$ cat src/rtl/rob.sv
// Reorder buffer: allocates in-order rename tags, collects CDB results,
// forwards uncommitted values to issue and retires strictly in program order.
// Index 0 is never allocated; it means "no producer / value ready".

package rob_pkg;
    typedef struct packed {
        logic        busy;
        logic        done;
        logic        wr;
        logic [4:0]  rd;
        logic [31:0] val;
        logic        miss;
        logic [31:0] tgt_pc;
        logic [31:0] pc;
    } rob_ent_t;
endpackage

// One ROB slot. Strobes arrive already qualified by the top level
// (rdy, busy check, pointer match), so this only sequences its own fields.
module rob_entry
    import rob_pkg::*;
(
    input  logic        clk,
    input  logic        rst,
    input  logic        flush,
    input  logic        alloc,
    input  logic        alloc_wr,
    input  logic [4:0]  alloc_rd,
    input  logic [31:0] alloc_pc,
    input  logic        wb,
    input  logic [31:0] wb_val,
    input  logic        wb_miss,
    input  logic [31:0] wb_pc,
    input  logic        retire,
    output rob_ent_t    q
);
    // Flush and reset dominate; allocate and retire never target the same
    // slot in one cycle (that needs head==tail, i.e. empty or full).
    always_ff @(posedge clk) begin
        if (rst || flush) begin
            q.busy <= 1'b0;
            q.done <= 1'b0;
        end else if (alloc) begin
            q.busy <= 1'b1;
            q.done <= 1'b0;
            q.wr   <= alloc_wr;
            q.rd   <= alloc_rd;
            q.pc   <= alloc_pc;
            q.miss <= 1'b0;
        end else if (retire) begin
            q.busy <= 1'b0;
            q.done <= 1'b0;
        end else if (wb) begin
            q.done   <= 1'b1;
            q.val    <= wb_val;
            q.miss   <= wb_miss;
            q.tgt_pc <= wb_pc;
        end
    end
endmodule

module rob
    import rob_pkg::*;
#(
    parameter int ROB_BIT = 4
) (
    input  logic               clk,
    input  logic               rst,
    input  logic               rdy,
    input  logic               id_alloc_ena,
    input  logic               id_alloc_wr,
    input  logic [4:0]         id_alloc_rd,
    input  logic [31:0]        id_alloc_pc,
    output logic [ROB_BIT-1:0] id_alloc_idx,
    output logic               rob_full,
    input  logic [ROB_BIT-1:0] id_qry1_idx,
    input  logic [ROB_BIT-1:0] id_qry2_idx,
    output logic               id_qry1_rdy,
    output logic               id_qry2_rdy,
    output logic [31:0]        id_qry1_val,
    output logic [31:0]        id_qry2_val,
    input  logic               cdb_ena,
    input  logic [ROB_BIT-1:0] cdb_idx,
    input  logic [31:0]        cdb_val,
    input  logic               cdb_br_miss,
    input  logic [31:0]        cdb_br_pc,
    output logic               rob_wr_ena,
    output logic [4:0]         rob_wr_rd,
    output logic [31:0]        rob_wr_val,
    output logic               rob_rb,
    output logic [31:0]        rob_rb_pc
);
    localparam int NQ = 2;
    localparam int N  = 1 << ROB_BIT;
    localparam logic [ROB_BIT-1:0] LAST = ROB_BIT'(N - 1);
    localparam logic [ROB_BIT-1:0] ONE  = ROB_BIT'(1);

    rob_ent_t ent [N];
    logic [ROB_BIT-1:0] head, tail, count;
    rob_ent_t head_ent;
    logic commit_go, miss_commit, alloc_go, wb_go;

    // Pointer successor skips the reserved index 0.
    function automatic logic [ROB_BIT-1:0] nxt(input logic [ROB_BIT-1:0] p);
        return (p == LAST) ? ONE : p + ONE;
    endfunction

    assign ent[0]       = '0;
    assign head_ent     = ent[head];
    assign rob_full     = (count == LAST);
    assign id_alloc_idx = tail;

    assign commit_go   = rdy && head_ent.busy && head_ent.done;
    assign miss_commit = commit_go && head_ent.miss;
    // A mispredict commit throws away anything allocated alongside it.
    assign alloc_go    = rdy && id_alloc_ena && !rob_full && !miss_commit;
    assign wb_go       = rdy && cdb_ena && ent[cdb_idx].busy;

    genvar gi;
    generate
        for (gi = 1; gi < N; gi++) begin : g_ent
            rob_entry u_ent (
                .clk      (clk),
                .rst      (rst),
                .flush    (miss_commit),
                .alloc    (alloc_go && (tail == ROB_BIT'(gi))),
                .alloc_wr (id_alloc_wr),
                .alloc_rd (id_alloc_rd),
                .alloc_pc (id_alloc_pc),
                .wb       (wb_go && (cdb_idx == ROB_BIT'(gi))),
                .wb_val   (cdb_val),
                .wb_miss  (cdb_br_miss),
                .wb_pc    (cdb_br_pc),
                .retire   (commit_go && (head == ROB_BIT'(gi))),
                .q        (ent[gi])
            );
        end
    endgenerate

    // Head/tail/count bookkeeping; a mispredict commit resets to empty.
    always_ff @(posedge clk) begin
        if (rst) begin
            head  <= ONE;
            tail  <= ONE;
            count <= '0;
        end else if (rdy) begin
            if (miss_commit) begin
                head  <= ONE;
                tail  <= ONE;
                count <= '0;
            end else begin
                if (commit_go) head <= nxt(head);
                if (alloc_go)  tail <= nxt(tail);
                count <= count + (alloc_go ? ONE : '0) - (commit_go ? ONE : '0);
            end
        end
    end

    // Registered commit port and rollback strobe; pulses drop while stalled.
    always_ff @(posedge clk) begin
        if (rst) begin
            rob_wr_ena <= 1'b0;
            rob_wr_rd  <= '0;
            rob_wr_val <= '0;
            rob_rb     <= 1'b0;
            rob_rb_pc  <= '0;
        end else if (!rdy) begin
            rob_wr_ena <= 1'b0;
            rob_rb     <= 1'b0;
        end else begin
            rob_wr_ena <= commit_go && head_ent.wr && (head_ent.rd != 5'd0);
            rob_rb     <= miss_commit;
            if (commit_go) begin
                rob_wr_rd  <= head_ent.rd;
                rob_wr_val <= head_ent.val;
            end
            if (miss_commit) rob_rb_pc <= head_ent.tgt_pc;
        end
    end

    // Operand forwarding: tag 0, then same-cycle CDB, then stored result.
    logic [NQ-1:0][ROB_BIT-1:0] q_idx;
    logic [NQ-1:0]              q_rdy;
    logic [NQ-1:0][31:0]        q_val;

    assign q_idx = {id_qry2_idx, id_qry1_idx};

    genvar qi;
    generate
        for (qi = 0; qi < NQ; qi++) begin : g_qry
            // Combinational lookup for one query port.
            always_comb begin
                q_rdy[qi] = 1'b0;
                q_val[qi] = '0;
                if (q_idx[qi] == '0) begin
                    q_rdy[qi] = 1'b1;
                end else if (cdb_ena && cdb_idx == q_idx[qi] && ent[q_idx[qi]].busy) begin
                    q_rdy[qi] = 1'b1;
                    q_val[qi] = cdb_val;
                end else if (ent[q_idx[qi]].done) begin
                    q_rdy[qi] = 1'b1;
                    q_val[qi] = ent[q_idx[qi]].val;
                end
            end
        end
    endgenerate

    assign id_qry1_rdy = q_rdy[0];
    assign id_qry2_rdy = q_rdy[1];
    assign id_qry1_val = q_val[0];
    assign id_qry2_val = q_val[1];
endmodule

$ cat config.mk
export PLATFORM = sky130hd
export DESIGN_NAME = rob
export DESIGN_NICKNAME = d
export VERILOG_FILES = /design/src/rtl/rob.sv
export SDC_FILE = /design/constraint.sdc
export NUM_CORES = 2
export LEC_CHECK = 0
export CAP_MARGIN = 20
export CORE_MARGIN = 1.5
export CORE_UTILIZATION = 55
export CTS_CLUSTER_SIZE = 40
export DETAILED_ROUTE_END_ITERATION = 12
export PLACE_DENSITY = 0.74
export SYNTH_ARGS = -nofsm -noshare
export SYNTH_HDL_FRONTEND = slang
export SYNTH_SLANG_ARGS = --single-unit
$ cat constraint.sdc
create_clock -name clk -period 9.7 [get_ports clk]
set_clock_uncertainty 0.15 [all_clocks]
set_input_delay 1.94 -clock clk [delete_from_list [all_inputs] [get_ports clk]]
set_output_delay 1.94 -clock clk [all_outputs]
set_load 0.05 [all_outputs]
==> impl_metrics.toml <==
[final_layout]
layout-drive-gt1-share_pct = 27.4
syn_to_final_growth_pct = 13.5
num-fill-cells = 6803
layout.nets = 3461
design_area_um2 = 62300
final_common_cell = "edfxtp_1"
final_cell_mix = "edfxtp_1, mux4_2, clkdlybuf4s50_1, nand2_1, nor2_1"

[power]
power.internal_mw = 8.38
vdd_drop_max_v = 0.000159
p_comb_share_pct = 4.4
seqPwrFrac_pct = 52.0
power.switching_mw = 2.25
netSwitchingFraction_pct = 21.2
power_density_nw_per_um2 = 171
p_leak_nw = 19.3
clockPowerShare_pct = 43.5

[worst_setup_path]
arrival_ns = 6.04
rr_startpoint = "head[0]$_SDFFE_PP1P_"
worstSetupStartpointType = "input port"
crit_path_end = "id_qry1_val[1]"
cp-end-kind = "output port"
rr_endpoint = "g_ent[11].u_ent.q[42]$_DFFE_PP_"
r2r_setup_slack_ns = 3.79
crit_fanout = 49
cp-startpoint = "id_qry1_idx[1]"
r2r_cells = 9
required_ns = 7.61
critPathKind = "input port to output port"

[synthesis]
synth_seq_cells = 1178
syn_area_um2 = 54900
synth_top_area_share_pct = 58.2
ys_async_sr_fraction_pct = 0
syn_nets = 3297
synth-main-ff-cell = "edfxtp_1"
yosysUniqueCellTypes = 59
avgSynthCellArea_um2 = 17.4
synth_warnings = 0
yosysTopAreaCell = "edfxtp_1"
synthCells = 3163
synth_area_leaders = "edfxtp_1, mux4_2, dfxtp_1, mux2i_1, mux2_2"
synth-seq-area-share_pct = 62.4
synth-edff-count = 1065

[clocking]
clk_latency_ns = 0.74
numCtsBuffers = 118
clk_pin_slew_ns = 0.07
htree_levels = 3
cts_root_buf = "clkbuf_16"
post_cts_buffers = 0
cts_sinks = 1178
cts_resized = 0
ctsHoldBuffers = 0
clock_path_buffers = 3
cts_tree = "done"

[die]
start_util_pct = 55.6
floorplan.rows = 115
core_um2 = 98700
die_x_um = 319
dieArea_um2 = 102000
io_pins = 262
die_y_um = 319

[sta]
rsz0062_at_grt = "false"
max_freq_mhz = 123
tightest_slew_ns = 1.15
holdWs_ns = 0.342
finalSetupViolCount = 0
slew_violations = 0
setup_tns_ns = 0
relSlewSlack_pct = 23.0
setup_ws_ns = 1.57
post-route-period-util_pct = 83.8
min_period_ns = 8.13
hold_viol_final = 0

[global_routing]
antenna_found_initial = 6
track_usage_pct = 30.8
grt_pass1_wl_mm = 228
gr-total-overflow = 0
grt_pass1_vias = 34500
grt_max_degree = 174

[min_path]
hp-start = "count[0]$_SDFFE_PP0P_"
hold_path.class = "flip-flop to flip-flop"

[place]
finalWeightedCongestion = 0.913
dpl_worst_slack_ns = 1.70
dp_hpwl_mm = 83.1
placed_area_um2 = 58300
portBuffers = 229

[routing]
num_vias = 33300
routedWlPerCell_um = 33.0
initialDrtViolationCount = 4630
avgViaCountPerCell = 7.07
ant_nets = 0
detail_route.first_pass.iterations = 6
drt_drc_violations_left = 0
wirelength_mm = 156

[status]
outcome = "complete, no violations"

[flow_run]
drv_cap = 0
[layer usage]
| layer | vias to the layer above | global-route usage [%] | routed length, um |
|---|---|---|---|
| met1 | 17100 | 39.6 | 54300 |
| li1 | 13500 | - | - |
| met2 | 2305 | 50.2 | 75900 |
| met4 | 10 | 13.4 | 6940 |
| met5 | - | 0 | 64 |
| met3 | 460 | 7.37 | 18400 |
[flip-flops by register name (all words and copies together), names as in the netlist]
| name | cells |
|---|---|
| rob_wr_val | 32 |
| head | 4 |
| g_ent.u_ent.q | 1095 |
| rob_wr_ena | 1 |
| rob_wr_rd | 5 |
| rob_rb_pc | 32 |
| count | 4 |
| rob_rb | 1 |
| id_alloc_idx | 4 |
[synth_stat cells, types with 10 or more instances]
cell / number
a21oi_1: 60
a221o_1: 12
a221oi_1: 20
a22o_1: 102
a22oi_1: 12
a2bb2oi_1: 14
a31oi_1: 20
and3_1: 18
buf_1: 19
buf_2: 101
buf_4: 15
buf_6: 13
clkbuf_1: 106
dfxtp_1: 113
edfxtp_1: 1065
ha_1: 13
inv_1: 25
mux2_2: 91
mux2i_1: 110
mux4_2: 501
nand2_1: 173
nand2b_1: 10
nand3_1: 26
nand4_1: 19
nor2_1: 154
nor2b_1: 15
nor3_1: 95
nor3_2: 34
nor3b_1: 13
o211ai_1: 19
o21ai_0: 92
o21bai_1: 13
o22ai_1: 10
[layout make-up]
| cell class | count | area, um2 | area share, % |
|---|---|---|---|
| Antenna cell | 1 | 2.50 | 0.00402 |
| Multi-Input combinational cell | 1704 | 19500 | 31.3 |
| Tap cell | 1287 | 1610 | 2.58 |
| Timing Repair Buffer | 299 | 2900 | 4.65 |
| Sequential cell | 1178 | 34300 | 55.0 |
| Clock inverter | 76 | 785 | 1.26 |
| Clock buffer | 146 | 3180 | 5.10 |
| Inverter | 26 | 103 | 0.165 |
[cells by family (layout without fill, tap and decap cells)]
| logic type | count (synthesis) | in the layout | share of synthesized area, % |
|---|---|---|---|
| muxes | 702 | 702 | 24.4 |
| DFF | 1178 | 1178 | 62.4 |
| AOI/OAI and AO/OA | 399 | 399 | 5.14 |
| buffers and inverters | 281 | 547 | 2.45 |
| and+or+nand+nor | 577 | 577 | 5.11 |
| adders and majority gates | 14 | 14 | 0.333 |
| other | 0 | 1 | 0 |
| xor gates and xnor gates | 12 | 12 | 0.191 |
[power by group through the flow]
| stage | clock, mW | combinational [mW] | sequential [mW] |
|---|---|---|---|
| floorplan | 0 | 0.263 | 5.64 |
| global placement | 0 | 0.448 | 5.64 |
| detailed placement | 0 | 0.460 | 5.64 |
| CTS | 4.67 | 0.463 | 5.53 |
| global route | 4.88 | 0.492 | 5.53 |
| finish | 4.63 | 0.471 | 5.53 |
[worst min-delay path by stage]
stage,slack (ns),to,cells past startpoint
3_3_place_gp,0.33,count[3]$_SDFFE_PP0P_,2
5_1_grt,0.37,rob_wr_val[7]$_SDFFE_PP0P_,2
4_1_cts,0.35,count[0]$_SDFFE_PP0P_,2
3_5_place_dp,0.34,count[0]$_SDFFE_PP0P_,2
6_report,0.34,count[0]$_SDFFE_PP0P_,2
2_1_floorplan,0.31,count[0]$_SDFFE_PP0P_,2
[through the flow]
step           power (mW)  instances  util [%]
2_1_floorplan        5.91       3163         -
3_3_place_gp         6.09       4490      59.1
3_5_place_dp         6.10       4493      59.1
4_1_cts              10.7       4715      63.1
5_1_grt              10.9       4716      63.1
6_report             10.6       4717      63.1
[worst max-delay path: stages]
cell and delay (ns):
buf_6 0.48, buf_4 0.62, buf_4 0.78, mux2_2 0.41, a221oi_1 0.25, nor2_1 0.10, a31oi_1 0.20, o211ai_1 0.21
a22o_1 0.29, clkdlybuf4s50_1 0.70
(Power assumes the default switching activity.)
